## src/rtl/gf180mcu_fd_sc_mcu9t5v0__invz_arb4_pkg.sv

```systemverilog
// Shared definitions for the four-way tristate-inverter drive arbiter.
//   NUM_REQ  : number of requesters / driver enables
//   IDX_W    : width of a requester index
//   HOLD_W   : width of the consecutive-drive hold counter (MAXHOLD <= 255)
//   DEAD_W   : width of the bus-idle counter (DEAD <= 7)
//   arb_state_e : arbiter state (idle, driving, dead-time)
package gf180mcu_fd_sc_mcu9t5v0__invz_arb4_pkg;

  localparam int unsigned NUM_REQ = 4;
  localparam int unsigned IDX_W   = 2;
  localparam int unsigned HOLD_W  = 8;
  localparam int unsigned DEAD_W  = 3;

  typedef enum logic [1:0] {
    ST_IDLE  = 2'd0,
    ST_DRIVE = 2'd1,
    ST_DEAD  = 2'd2
  } arb_state_e;

  // One-hot enable pattern for a requester index.
  function automatic logic [NUM_REQ-1:0] idx_to_onehot(input logic [IDX_W-1:0] idx);
    idx_to_onehot = NUM_REQ'(1) << idx;
  endfunction

endpackage

```

## src/rtl/gf180mcu_fd_sc_mcu9t5v0__invz_arb4_if.sv

```systemverilog
// Request/enable bundle between the requesters and the drive arbiter.
//   req   : per-requester drive request, level-sensitive (requester -> arbiter)
//   en    : registered driver enables, at most one high (arbiter -> drivers)
//   owner : index of the current/last granted requester
//   busy  : arbiter not idle
// master = requester side, slave = arbiter side.
interface gf180mcu_fd_sc_mcu9t5v0__invz_arb4_if;
  import gf180mcu_fd_sc_mcu9t5v0__invz_arb4_pkg::*;

  logic [NUM_REQ-1:0] req;
  logic [NUM_REQ-1:0] en;
  logic [IDX_W-1:0]   owner;
  logic               busy;

  modport master (output req, input en, input owner, input busy);
  modport slave  (input req, output en, output owner, output busy);

endinterface

```

## src/rtl/gf180mcu_fd_sc_mcu9t5v0__invz_arb4_rrpick.sv

```systemverilog
// Combinational round-robin picker.
//   req   : request vector
//   ptr   : last granted index; search starts at (ptr+1) mod NUM_REQ
//   valid : any request present
//   idx   : first requesting index in round-robin order (ptr when !valid)
module gf180mcu_fd_sc_mcu9t5v0__invz_arb4_rrpick
  import gf180mcu_fd_sc_mcu9t5v0__invz_arb4_pkg::*;
(
  input  logic [NUM_REQ-1:0] req,
  input  logic [IDX_W-1:0]   ptr,
  output logic               valid,
  output logic [IDX_W-1:0]   idx
);

  logic [IDX_W-1:0] cand;

  // Walk ptr+1 .. ptr+NUM_REQ (wrapping); first hit wins, so ptr itself is last.
  always_comb begin
    valid = 1'b0;
    idx   = ptr;
    cand  = ptr;
    for (int unsigned k = 1; k <= NUM_REQ; k++) begin
      cand = IDX_W'(32'(ptr) + k);
      if (!valid && req[cand]) begin
        valid = 1'b1;
        idx   = cand;
      end
    end
  end

endmodule

```

## src/rtl/gf180mcu_fd_sc_mcu9t5v0__invz_arb4.sv

```systemverilog
// Arbiter for four tristate inverter drivers sharing one net. Grants the net
// round-robin, bounds a holder's tenure to MAXHOLD cycles while others wait,
// and inserts DEAD bus-idle cycles between any two drive grants so that two
// drivers never overlap.
//   DEAD    : idle cycles between grants (1..7)
//   MAXHOLD : max consecutive drive cycles while another requester waits (2..255)
//   clk     : clock, rising edge
//   rst     : asynchronous active-high reset
//   bus     : slave side of the request/enable bundle (req in; en/owner/busy out)
module gf180mcu_fd_sc_mcu9t5v0__invz_arb4
  import gf180mcu_fd_sc_mcu9t5v0__invz_arb4_pkg::*;
#(
  parameter int unsigned DEAD    = 1,
  parameter int unsigned MAXHOLD = 8
) (
  input  logic                                  clk,
  input  logic                                  rst,
  gf180mcu_fd_sc_mcu9t5v0__invz_arb4_if.slave   bus
);

  localparam logic [HOLD_W-1:0] HOLD_MAX  = HOLD_W'(MAXHOLD);
  localparam logic [DEAD_W-1:0] DEAD_LOAD = DEAD_W'(DEAD - 1);
  localparam logic [IDX_W-1:0]  PTR_RST   = IDX_W'(NUM_REQ - 1);

  arb_state_e         state_q, state_d;
  logic [NUM_REQ-1:0] en_q, en_d;
  logic [IDX_W-1:0]   owner_q, owner_d;
  logic [IDX_W-1:0]   ptr_q, ptr_d;
  logic [HOLD_W-1:0]  hold_q, hold_d;
  logic [DEAD_W-1:0]  dead_q, dead_d;
  logic               busy_q, busy_d;

  logic               pick_valid;
  logic [IDX_W-1:0]   pick_idx;
  logic [NUM_REQ-1:0] own_mask;
  logic               own_req;
  logic               other_req;
  logic               hold_max;
  logic               grant;

  gf180mcu_fd_sc_mcu9t5v0__invz_arb4_rrpick u_rrpick (
    .req   (bus.req),
    .ptr   (ptr_q),
    .valid (pick_valid),
    .idx   (pick_idx)
  );

  // Owner's own request and whether anybody else is waiting.
  always_comb begin
    own_mask  = idx_to_onehot(owner_q);
    own_req   = bus.req[owner_q];
    other_req = |(bus.req & ~own_mask);
    hold_max  = (hold_q == HOLD_MAX);
  end

  // Next-state and next-output logic.
  always_comb begin
    state_d = state_q;
    en_d    = en_q;
    owner_d = owner_q;
    ptr_d   = ptr_q;
    hold_d  = hold_q;
    dead_d  = dead_q;
    grant   = 1'b0;

    unique case (state_q)
      ST_IDLE: begin
        en_d = '0;
        if (pick_valid) begin
          grant = 1'b1;
        end
      end

      ST_DRIVE: begin
        // Release on owner drop, or on tenure expiry only if someone else waits;
        // a lone requester keeps the net with no dead gap.
        if (!own_req || (hold_max && other_req)) begin
          state_d = ST_DEAD;
          en_d    = '0;
          dead_d  = DEAD_LOAD;
        end else if (!hold_max) begin
          hold_d = hold_q + 1'b1;
        end
      end

      ST_DEAD: begin
        en_d = '0;
        // Requests are only looked at on the edge that ends the last dead cycle.
        if (dead_q == '0) begin
          if (pick_valid) begin
            grant = 1'b1;
          end else begin
            state_d = ST_IDLE;
          end
        end else begin
          dead_d = dead_q - 1'b1;
        end
      end

      default: begin
        state_d = ST_IDLE;
        en_d    = '0;
      end
    endcase

    if (grant) begin
      state_d = ST_DRIVE;
      en_d    = idx_to_onehot(pick_idx);
      owner_d = pick_idx;
      ptr_d   = pick_idx;
      hold_d  = HOLD_W'(1);
    end

    busy_d = (state_d != ST_IDLE);
  end

  // State and output registers; reset drops every enable immediately.
  always_ff @(posedge clk or posedge rst) begin
    if (rst) begin
      state_q <= ST_IDLE;
      en_q    <= '0;
      owner_q <= '0;
      ptr_q   <= PTR_RST;
      hold_q  <= '0;
      dead_q  <= '0;
      busy_q  <= 1'b0;
    end else begin
      state_q <= state_d;
      en_q    <= en_d;
      owner_q <= owner_d;
      ptr_q   <= ptr_d;
      hold_q  <= hold_d;
      dead_q  <= dead_d;
      busy_q  <= busy_d;
    end
  end

  assign bus.en    = en_q;
  assign bus.owner = owner_q;
  assign bus.busy  = busy_q;

endmodule

```

## src/flat_wrapper.sv

```systemverilog
// flat-port wrapper written by rule: the top's interface ports become plain ports
module gf180mcu_fd_sc_mcu9t5v0__invz_arb4_flat import gf180mcu_fd_sc_mcu9t5v0__invz_arb4_pkg::*;
#(
  parameter int unsigned DEAD    = 1,
  parameter int unsigned MAXHOLD = 8
)
  (clk, rst, bus_req, bus_en, bus_owner, bus_busy);
  gf180mcu_fd_sc_mcu9t5v0__invz_arb4_if bus_i ();
  input  logic clk;
  input  logic rst;
  input wire logic [$bits(bus_i.req)-1:0] bus_req;
  output wire logic [$bits(bus_i.en)-1:0] bus_en;
  output wire logic [$bits(bus_i.owner)-1:0] bus_owner;
  output wire logic [$bits(bus_i.busy)-1:0] bus_busy;
  assign bus_i.req = bus_req;
  assign bus_en = bus_i.en;
  assign bus_owner = bus_i.owner;
  assign bus_busy = bus_i.busy;
  gf180mcu_fd_sc_mcu9t5v0__invz_arb4 #(.DEAD(DEAD), .MAXHOLD(MAXHOLD)) u_core (.clk(clk), .rst(rst), .bus(bus_i));
endmodule
```

## config.mk

```make
export PLATFORM = sky130hd
export DESIGN_NAME = gf180mcu_fd_sc_mcu9t5v0__invz_arb4_flat
export DESIGN_NICKNAME = d
export VERILOG_FILES = /design/src/rtl/gf180mcu_fd_sc_mcu9t5v0__invz_arb4_pkg.sv /design/src/rtl/gf180mcu_fd_sc_mcu9t5v0__invz_arb4_if.sv /design/src/rtl/gf180mcu_fd_sc_mcu9t5v0__invz_arb4_rrpick.sv /design/src/rtl/gf180mcu_fd_sc_mcu9t5v0__invz_arb4.sv /design/src/flat_wrapper.sv
export SDC_FILE = /design/constraint.sdc
export NUM_CORES = 1
export LEC_CHECK = 0
export BUFFER_PORTS_ARGS = -buffer_cell sky130_fd_sc_hd__buf_4
export CORE_ASPECT_RATIO = 1.75
export CORE_MARGIN = 3
export CORE_UTILIZATION = 41
export DETAILED_ROUTE_END_ITERATION = 6
export PLACE_DENSITY = 0.64
export SETUP_SLACK_MARGIN = 0.3
export SYNTH_ARGS = -nofsm -noshare
export SYNTH_HDL_FRONTEND = slang
export SYNTH_SLANG_ARGS = --single-unit
```

## constraint.sdc

```tcl
create_clock -name clk -period 2.6 [get_ports clk]
set_clock_uncertainty 0.1 [all_clocks]
set_input_delay 0.26 -clock clk [delete_from_list [all_inputs] [get_ports clk]]
set_output_delay 0.26 -clock clk [all_outputs]
set_load 0.02 [all_outputs]
```

[Word level (Yosys, flattened, before mapping)]
Cells that the tools add are included.
Storage, ports and cells
  register bits after elaboration: 22
  output and inout port bits: 7
  word-level logic and storage cells: 83
Operators by class
  $add $sub $neg: 6
  $lt $le $gt $ge: 5
  eq/ne operators: 8
  shift operators: 2
  mux-type cells: 36
  bitwise operators: 2
  reduce and logical (&&, ||, !) cells: 17
Operators with widths (count)
  two-way mux 8 bit: 4
  two-way mux 2 bit: 8
  < comparator 2 x 3 -> 1 bit, second input constant: 5
  two-way mux 4 bit: 3
  two-way mux 1 bit: 11
  binary-select mux 1 bit (select 2 bit): 5
  adder 8 x 1 -> 8 bit, second input constant: 1
  == test 8 x 4 -> 1 bit, second input constant: 1
  << shifter 1 x 2 -> 4 bit, first input constant: 2
  two-way mux 3 bit: 2
  one-hot mux 2 bit (3 select lines): 1
  one-hot mux 3 bit (2 select lines): 1
  AND reduction 3 bit: 2
  nonzero test 2 bit: 3
  adder 2 x 1 -> 2 bit, second input constant: 2
  adder 2 bit, second input constant: 2
  bitwise AND 4 bit: 1
  logical AND 1 bit: 4
  zero test 1 bit: 4
  != test 2 x 1 -> 1 bit, second input constant: 2
  != test 2 bit, second input constant: 2
  inverter 4 bit: 1
  OR reduction 4 bit: 1
  zero test 3 bit: 1
  7 further kinds: 7

[Depth between registers and ports, before layout]
Gate-level depths: netlist of run 1.
  depth in word-level cells: 18
  mapped depth: 9
  mapped depth without buffers: 8

[By module]
Synthesis of run 1 repeated with hierarchy kept, for this count alone.
Second synthesis, totals
  cells, all modules: 144
  area total of the unflattened synthesis: 1343.8 µm²
By module, submodules not included
  gf180mcu_fd_sc_mcu9t5v0__invz_arb4: times used 1, cells an instance 130, area an instance 1261.2 µm², sequential area each 553.0 µm²
  gf180mcu_fd_sc_mcu9t5v0__invz_arb4_rrpick: times used 1, cells an instance 14, area an instance 82.6 µm², sequential area each 0.0 µm²

[Least setup slack after synthesis of run 1]
No wires, ideal clock.
  path kind: register to register
  start point: register u_core.dead_q[0]
  end point: register u_core.hold_q[2]
  arrival: 1.860 ns
  setup slack: 0.504 ns
  cell stages (with the launch flop): 10
  buffers on the path: 2
  clock period less this slack: 2.096 ns
  cells stage by stage: dfrtp_1 inv_1 ha_1 ha_1 clkbuf_1 a21oi_1 or2_2 clkbuf_1 a21oi_1 nor2_1
On the way
  cells in the longest elaborated chain, start to end: 5
  elaborated cells between the ends (all ways): 8
Ends and longest elaborated chain
  start, declared: RTL line gf180mcu_fd_sc_mcu9t5v0__invz_arb4.sv:30  | logic [DEAD_W-1:0] dead_q, dead_d;
  start signal, assigned: RTL line gf180mcu_fd_sc_mcu9t5v0__invz_arb4.sv:125  | dead_q <= '0;
  start signal, assigned: RTL line gf180mcu_fd_sc_mcu9t5v0__invz_arb4.sv:133  | dead_q <= dead_d;
  zero test 3 bit *: RTL line gf180mcu_fd_sc_mcu9t5v0__invz_arb4.sv:89  | if (dead_q == '0) begin
  two-way mux 1 bit *: RTL line gf180mcu_fd_sc_mcu9t5v0__invz_arb4.sv:89
  one-hot mux 1 bit (2 select lines) *: RTL line gf180mcu_fd_sc_mcu9t5v0__invz_arb4.sv:66  | unique case (state_q)
  != test 2 bit (no source line), or another cell as far along
  AND reduction 3 bit (no source line)
  end signal, assigned: RTL line gf180mcu_fd_sc_mcu9t5v0__invz_arb4.sv:132  | hold_q <= hold_d;
  end, declared: RTL line gf180mcu_fd_sc_mcu9t5v0__invz_arb4.sv:29  | logic [HOLD_W-1:0] hold_q, hold_d;
Every way passes the cells marked *; elsewhere a longest branch is shown, timed or not.
A chain may end at the register's enable or synchronous reset.

[Final worst setup path of run 1]
  start point: register u_core.hold_q[0]
  end point: register u_core.dead_q[2]
On the way
  cells in the longest elaborated chain, start to end: 5
Ends and longest elaborated chain
  == test 8 x 4 -> 1 bit: RTL line gf180mcu_fd_sc_mcu9t5v0__invz_arb4.sv:53  | hold_max = (hold_q == HOLD_MAX);
  logical AND 1 bit: RTL line gf180mcu_fd_sc_mcu9t5v0__invz_arb4.sv:77  | if (!own_req || (hold_max && other_req)) begin
  logical OR 1 bit: RTL line gf180mcu_fd_sc_mcu9t5v0__invz_arb4.sv:77
  != test 2 x 1 -> 1 bit (no source line)
  AND reduction 3 bit (no source line)
No other way between the ends.

==> results of run 1 <==
## sequential cells by signal (all words and copies together), names as in the netlist
signal	flops
u_core.bus.owner	2
u_core.bus.en	4
u_core.state_q	2
u_core.dead_q	3
u_core.ptr_q	2
u_core.hold_q	8
u_core.bus.busy	1
## cells by family (layout without fill, tap and decap cells)
logic type | Yosys count | after routing | share of synthesized area
AOI/OAI and AO/OA | 29 | 29 | 0.165
xor gates and xnor gates | 7 | 7 | 0.0456
adders and majority gates | 8 | 8 | 0.0744
buffers and inverters | 16 | 29 | 0.0502
DFF | 22 | 22 | 0.411
muxes | 2 | 2 | 0.0242
and+or+nand+nor | 60 | 60 | 0.230
## worst paths after layout
| path | endpoint | cells past startpoint |
|---|---|---|
| max reg2reg | u_core.dead_q[2] | 7 |
| min reg2reg | u_core.ptr_q[0] | 2 |
| min | u_core.bus.owner[1] | 2 |
| max in group asynchronous | u_core.bus.en[0] | 2 |
| min in group clk | u_core.state_q[0] | 4 |
| max | u_core.dead_q[2] | 7 |
## cell type report
| cell class | instances | area (sq um) | share of cell area |
|---|---|---|---|
| tap | 42 | 52.6 | 0.0345 |
| inverter | 11 | 41.3 | 0.0271 |
| clock buffer | 4 | 45.0 | 0.0296 |
| timing repair buffer | 14 | 105 | 0.0691 |
| multi-input combinational | 106 | 724 | 0.476 |
| sequential | 22 | 553 | 0.363 |
## worst reg2reg max path, cell delays in order (launching register included)
cell	delay (ns)
dfrtp_1	0.39
inv_1	0.11
ha_1	0.15
nand4bb_1	0.12
or2_0	0.26
o311a_1	0.47
nand2b_1	0.24
a22o_1	0.25
## metal layers
| layer | share of wire | up-vias |
|---|---|---|
| met2 | 0.56 | 12 |
| li1 | - | 535 |
| met1 | 0.40 | 540 |
| met3 | 0.017 | 6 |
| met5 | 0 | - |
| met4 | 0.019 | 0 |
## report_power, final
part / internal [mW] / total, mW / switching [mW]
Clock: 0.109 / 0.224 / 0.115
Sequential: 0.456 / 0.560 / 0.104
Combinational: 0.375 / 0.891 / 0.516
## placed cells by master, fill, tap and decap left out, types with 3 or more instances in the layout
master,synthesis,routed
buf_4,0,14
and2_1,5,5
o21ai_0,5,5
a22o_1,4,4
nor4_1,3,3
nand2b_1,5,5
clkbuf_8,0,3
dfrtp_1,20,20
nand2_1,6,6
inv_1,11,11
nor3_1,3,3
nand3_1,6,6
a21oi_1,6,6
nor2_1,19,19
xor2_1,6,6
a32o_1,4,4
ha_1,8,8
==> results by group, run 1 <==
Drt
  • Antenna Nets Post-Route: 0
  • Routed wire length: 2850 microns
  • Vias/cell: 5.49
  • 1st-pass router iterations: 4
  • Drt drc: 0
  • Vias: roughly 1,100
  • Wirelength per Cell: 14.3 microns
  • Drt first-iter violations: 21

Logic synthesis
  • Syn nets: 158
  • Post-synth cell types: 39
  • Most used DFF post-synth: dfrtp_1
  • Seq/Total Area, Yosys: 0.411
  • Syn Area/Cell: between 9 and 10 sq um
  • Post-synthesis instance total: around 140
  • Cell with the most instances after synthesis: dfrtp_1
  • YS warnings: 0
  • Post-synth top area cell: dfrtp_1
  • Post-synthesis cell area: around 1300 sq um
  • EDFF count, synth: 0
  • Asr flop ratio synth: 1.00
  • Synth top cells by count: 20 x dfrtp_1, 19 x nor2_1, 11 x inv_1, 8 x ha_1
  • Synth top area share: 0.372
  • Flip-flop and latch count after synthesis: 22
  • Top cells by area, synth: dfrtp_1 37%, ha_1 7.4%, nor2_1 5.3%

Timing
  • Final setup vio count: 0
  • Fmax: ~450 MHz
  • Worst Max-Slew Pin Slew: 0.873 ns
  • Pins Over Slew Limit: 0
  • Worst hold slack: 0.0770 ns
  • RSZ-0062 raised after global routing: no
  • Post-layout min period: ~2.2 ns
  • Setup TNS: 0 ns
  • Slew margin rel.: 0.418
  • Final hold violations: 0
  • Crit share post-route: 0.846
  • Final worst slack: around 0.4 ns

Setup path
  • Worst EP arrival: ~2.3 ns
  • Crit-path cells: inv_1, ha_1, nand4bb_1, or2_0, o311a_1, nand2b_1, a22o_1
  • Top delay family on crit path: compound AO/OA/AOI/OAI gates
  • Nature of the critical path endpoint: flop
  • Setup CP Type: flop to flop
  • WP buf/inv: 1
  • Critical Path Fanout Max: 9
  • Beginning of the critical path: u_core.hold_q[0]
  • Largest stage delay, worst path: approximately 0.47 ns
  • R2R Setup Slk: between 0.4 and 0.5 ns
  • Worst path required time: approximately 2.7 ns
  • CP startpoint kind: flop
  • Worst path slowest cell: o311a_1
  • Reg-to-reg startpoint: u_core.hold_q[0]

Clock network
  • CTS tree: built
  • Gates resized, CTS repair: 0
  • CTS hold repair buffers: 0
  • Setup Buffers After CTS: 0
  • Clk slew on worst S/H paths: ~0.080 ns
  • Number of CTS-inserted buffers: 3
  • Worst-skew pair later-pin latency: approximately 0.26 ns
  • Root Buffer: clkbuf_8
  • Clk buf depth: 2
  • CTS Sinks: 22
  • H-Tree Depth: 1

Final layout
  • Non-Filler Instances: 199
  • Share of cells above drive strength 1: 0.140
  • Area grow syn2layout: 13.1%
  • Nets@finish: about 170
  • Final core occ: 0.503
  • Post-route design area: about 1500 sq um
  • Ant diodes: 0
  • Fillcell total: between 200 and 300

Global routing
  • Largest net degree at the start of global routing: 23
  • GRT met1 Usage: 0.177
  • First-pass GRT wire length: between 4000 and 5000 microns
  • Vias in the first global route: roughly 1,100
  • Layer with the highest usage: met2
  • GR Layer Usage met2: 0.285
  • GR Util All Layers: 0.156
  • Met3 Track Usage GR: 0.0181
  • Initial antenna violation count: 0
  • Total gr overflow: 0

Run
  • Maxcap violations: 0

Hold path
  • Worst Hold Class: input port to asynchronous set/reset pin

Place
  • Pre-CTS setup slack: about 0.42 ns
  • Placed cell area: roughly 1500 sq um
  • Number of port buffers: 12
  • Post-DP HPWL: approximately 2200 microns
  • Cells after DPL: 195
  • Routability cong.: around 0.76

Floorplan
  • Std-Cell Core Area: about 3000 sq um
  • Die width: ~49 microns
  • Die height: roughly 80 microns
  • Starting Density: 0.445
  • I/O pins: 13
  • # rows: 26
  • Die area: about 4000 sq um

Power
  • Pleak: approximately 0.7 nW
  • Overall Power: ~1.7 mW
  • Power Density: approximately 1100 nW/um^2
  • VDD IR-drop max: 0.523 mV

Outcome
  • Status: finished, final reports clean
(Power assumes the default switching activity.)
==> run 2, diff against run 1 <==
Settings changed: PLACE_DENSITY 0.64 to 0.66.
Clock period 2.6 ns to 2 ns, I/O delays scaled along.
==> results by group, run 2 (synthesis gave the netlist of run 1 again) <==
Drt
  • Drt drc: 0
  • Routed wl met3: 76 microns
  • Vias/cell: 5.49
  • Met2 Routed Length: roughly 2100 microns
  • DRT met1 WL: roughly 1400 microns
  • Top sig layer: met4
  • Antenna Nets Post-Route: 0
  • Vias: roughly 1,200
  • Wirelength per Cell: between 15 and 20 microns
  • Drt first-iter violations: 23
  • Routed wire length: 3620 microns
  • 1st-pass router iterations: 4

Final layout
  • Area of the multi-input gates: 925 sq um
  • Largest reg by FF count: u_core.hold_q
  • Leading cell types in the layout, fill and taps excluded: 37 x buf_4, 19 x nor2_1, 18 x dfrtp_1
  • Commonest non-fill, non-tap cell in the layout: buf_4
  • Non-Filler Instances: roughly 230
  • Share of cells above drive strength 1: 0.418
  • Ant diodes: 0
  • FF/Latch Area: around 560 sq um
  • Area grow syn2layout: 44.3%
  • Fillcell total: around 240
  • Nets@finish: a little under 200
  • Largest register FFs: 8

Setup path
  • Worst path required time: 2.05 ns
  • Nature of the critical path endpoint: flop
  • Setup CP Type: flop to flop
  • CP startpoint kind: flop
  • Critical Path Fanout Max: 6
  • Worst EP arrival: 2.11 ns

Timing
  • Fmax: about 490 MHz
  • Final worst slack: -0.0607 ns
  • RSZ-0062 raised after global routing: yes
  • Crit share post-route: 1.03
  • Final hold violations: 0
  • Worst hold slack: 0.426 ns
  • Post-layout min period: 2.06 ns
  • Pins Over Slew Limit: 0
  • Slew margin rel.: 0.765
  • Worst Max-Slew Pin Slew: around 0.35 ns
  • Final setup vio count: 1

Global routing
  • GR Util All Layers: 0.188
  • Initial antenna violation count: 0
  • First-pass GRT wire length: ~5700 microns
  • Vias in the first global route: between 1,000 and 1,500
  • Total gr overflow: 0
  • Largest net degree at the start of global routing: 23

Hold path
  • Worst Hold Class: input port to asynchronous set/reset pin

Clock network
  • Clk buf depth: 2
  • H-Tree Depth: 1
  • CTS tree: built
  • Worst-skew pair later-pin latency: 0.26 ns
  • Clk slew on worst S/H paths: around 0.080 ns
  • Root Buffer: clkbuf_8
  • CTS Sinks: 22
  • Number of CTS-inserted buffers: 3

Power
  • VDD IR-drop max: between 0.9 and 1 mV
  • Pleak: 0.854 nW
  • Power Density: roughly 1400 nW/um^2

Run
  • Maxcap violations: 0

Outcome
  • Status: finished with violations
  • Failing checks: setup timing

Floorplan
  • I/O pins: 13
  • Die height: about 80 microns
  • Std-Cell Core Area: 3030 sq um
  • # rows: 26
  • Die width: 49.3 microns
  • Die area: ~4000 sq um
  • Starting Density: 0.445

Place
  • Post-DP HPWL: about 2400 microns
  • Number of port buffers: 12
  • Routability cong.: around 0.78
  • Cells after DPL: slightly above 200
==> run 2: changes by cell type in the layout (fill, tap and decap cells not counted), sizes merged <==
cell,change
buf,+26
dlygate4sd3,+1
==> run 2: where the power goes <==
| group | switching, mW | internal, mW |
|---|---|---|
| registers | 0.128 | 0.597 |
| logic | 0.939 | 0.836 |
| clock network | 0.147 | 0.142 |
==> run 2: stage by stage <==
stage,setup WS [ns],power [mW],setup TNS [ns],area [sq um],utilization
3_3_place_gp,-0.0286,1.99,-0.0509,1610,0.532
4_1_cts,-0.0314,2.53,-0.0314,1780,0.588
3_5_place_dp,-0.0874,2.05,-0.300,1610,0.532
5_1_grt,-0.107,2.96,-0.339,1940,0.641
2_1_floorplan,-0.0298,1.69,-0.0298,1430,-
6_report,-0.0607,2.79,-0.0607,1940,0.641
==> run 2: final timing paths <==
path,to,depth (start not counted),slack [ns],start
hold reg to reg,u_core.ptr_q[0],2,0.43,u_core.ptr_q[0]
min in group clk,u_core.ptr_q[0],2,0.43,u_core.ptr_q[0]
setup reg to reg,u_core.bus.busy,5,-0.06,u_core.hold_q[7]
max in group asynchronous,u_core.ptr_q[0],4,1.09,rst
setup / recovery,u_core.bus.busy,5,-0.06,u_core.hold_q[7]
hold / removal,u_core.dead_q[1],4,0.43,rst
==> run 2: layer usage <==
| metal | vias to the layer above | GRT usage |
|---|---|---|
| met5 | - | 0 |
| met4 | 0 | 0.111 |
| met3 | 11 | 0.0181 |
| met2 | 27 | 0.372 |
| met1 | 612 | 0.185 |
| li1 | 590 | - |
==> run 2: what timing repair did <==
| item | in CTS | in global routing |
|---|---|---|
| gates resized for setup | 10 | 21 |
| setup buffers | 7 | 8 |
| pin swaps | 5 | 18 |
| hold buffers | 1 | 0 |
| endpoints found under the setup margin | 18 | 20 |
| hold endpoints to repair | 20 | 0 |
==> run 2: layout make-up <==
cell class                      instances  share of cell area
Inverter                               11              0.0213
Timing Repair Buffer                   41               0.166
Multi-Input combinational cell        106               0.476
Sequential cell                        22               0.286
Tap cell                               42              0.0271
Clock buffer                            4              0.0232
==> run 2: critical path, cell delays in order (launching register included) <==
cell and delay, ns:
dfrtp_1 0.39, or3_1 0.38, or2_1 0.26, o311a_4 0.36
a22o_1 0.23, or2_1 0.23
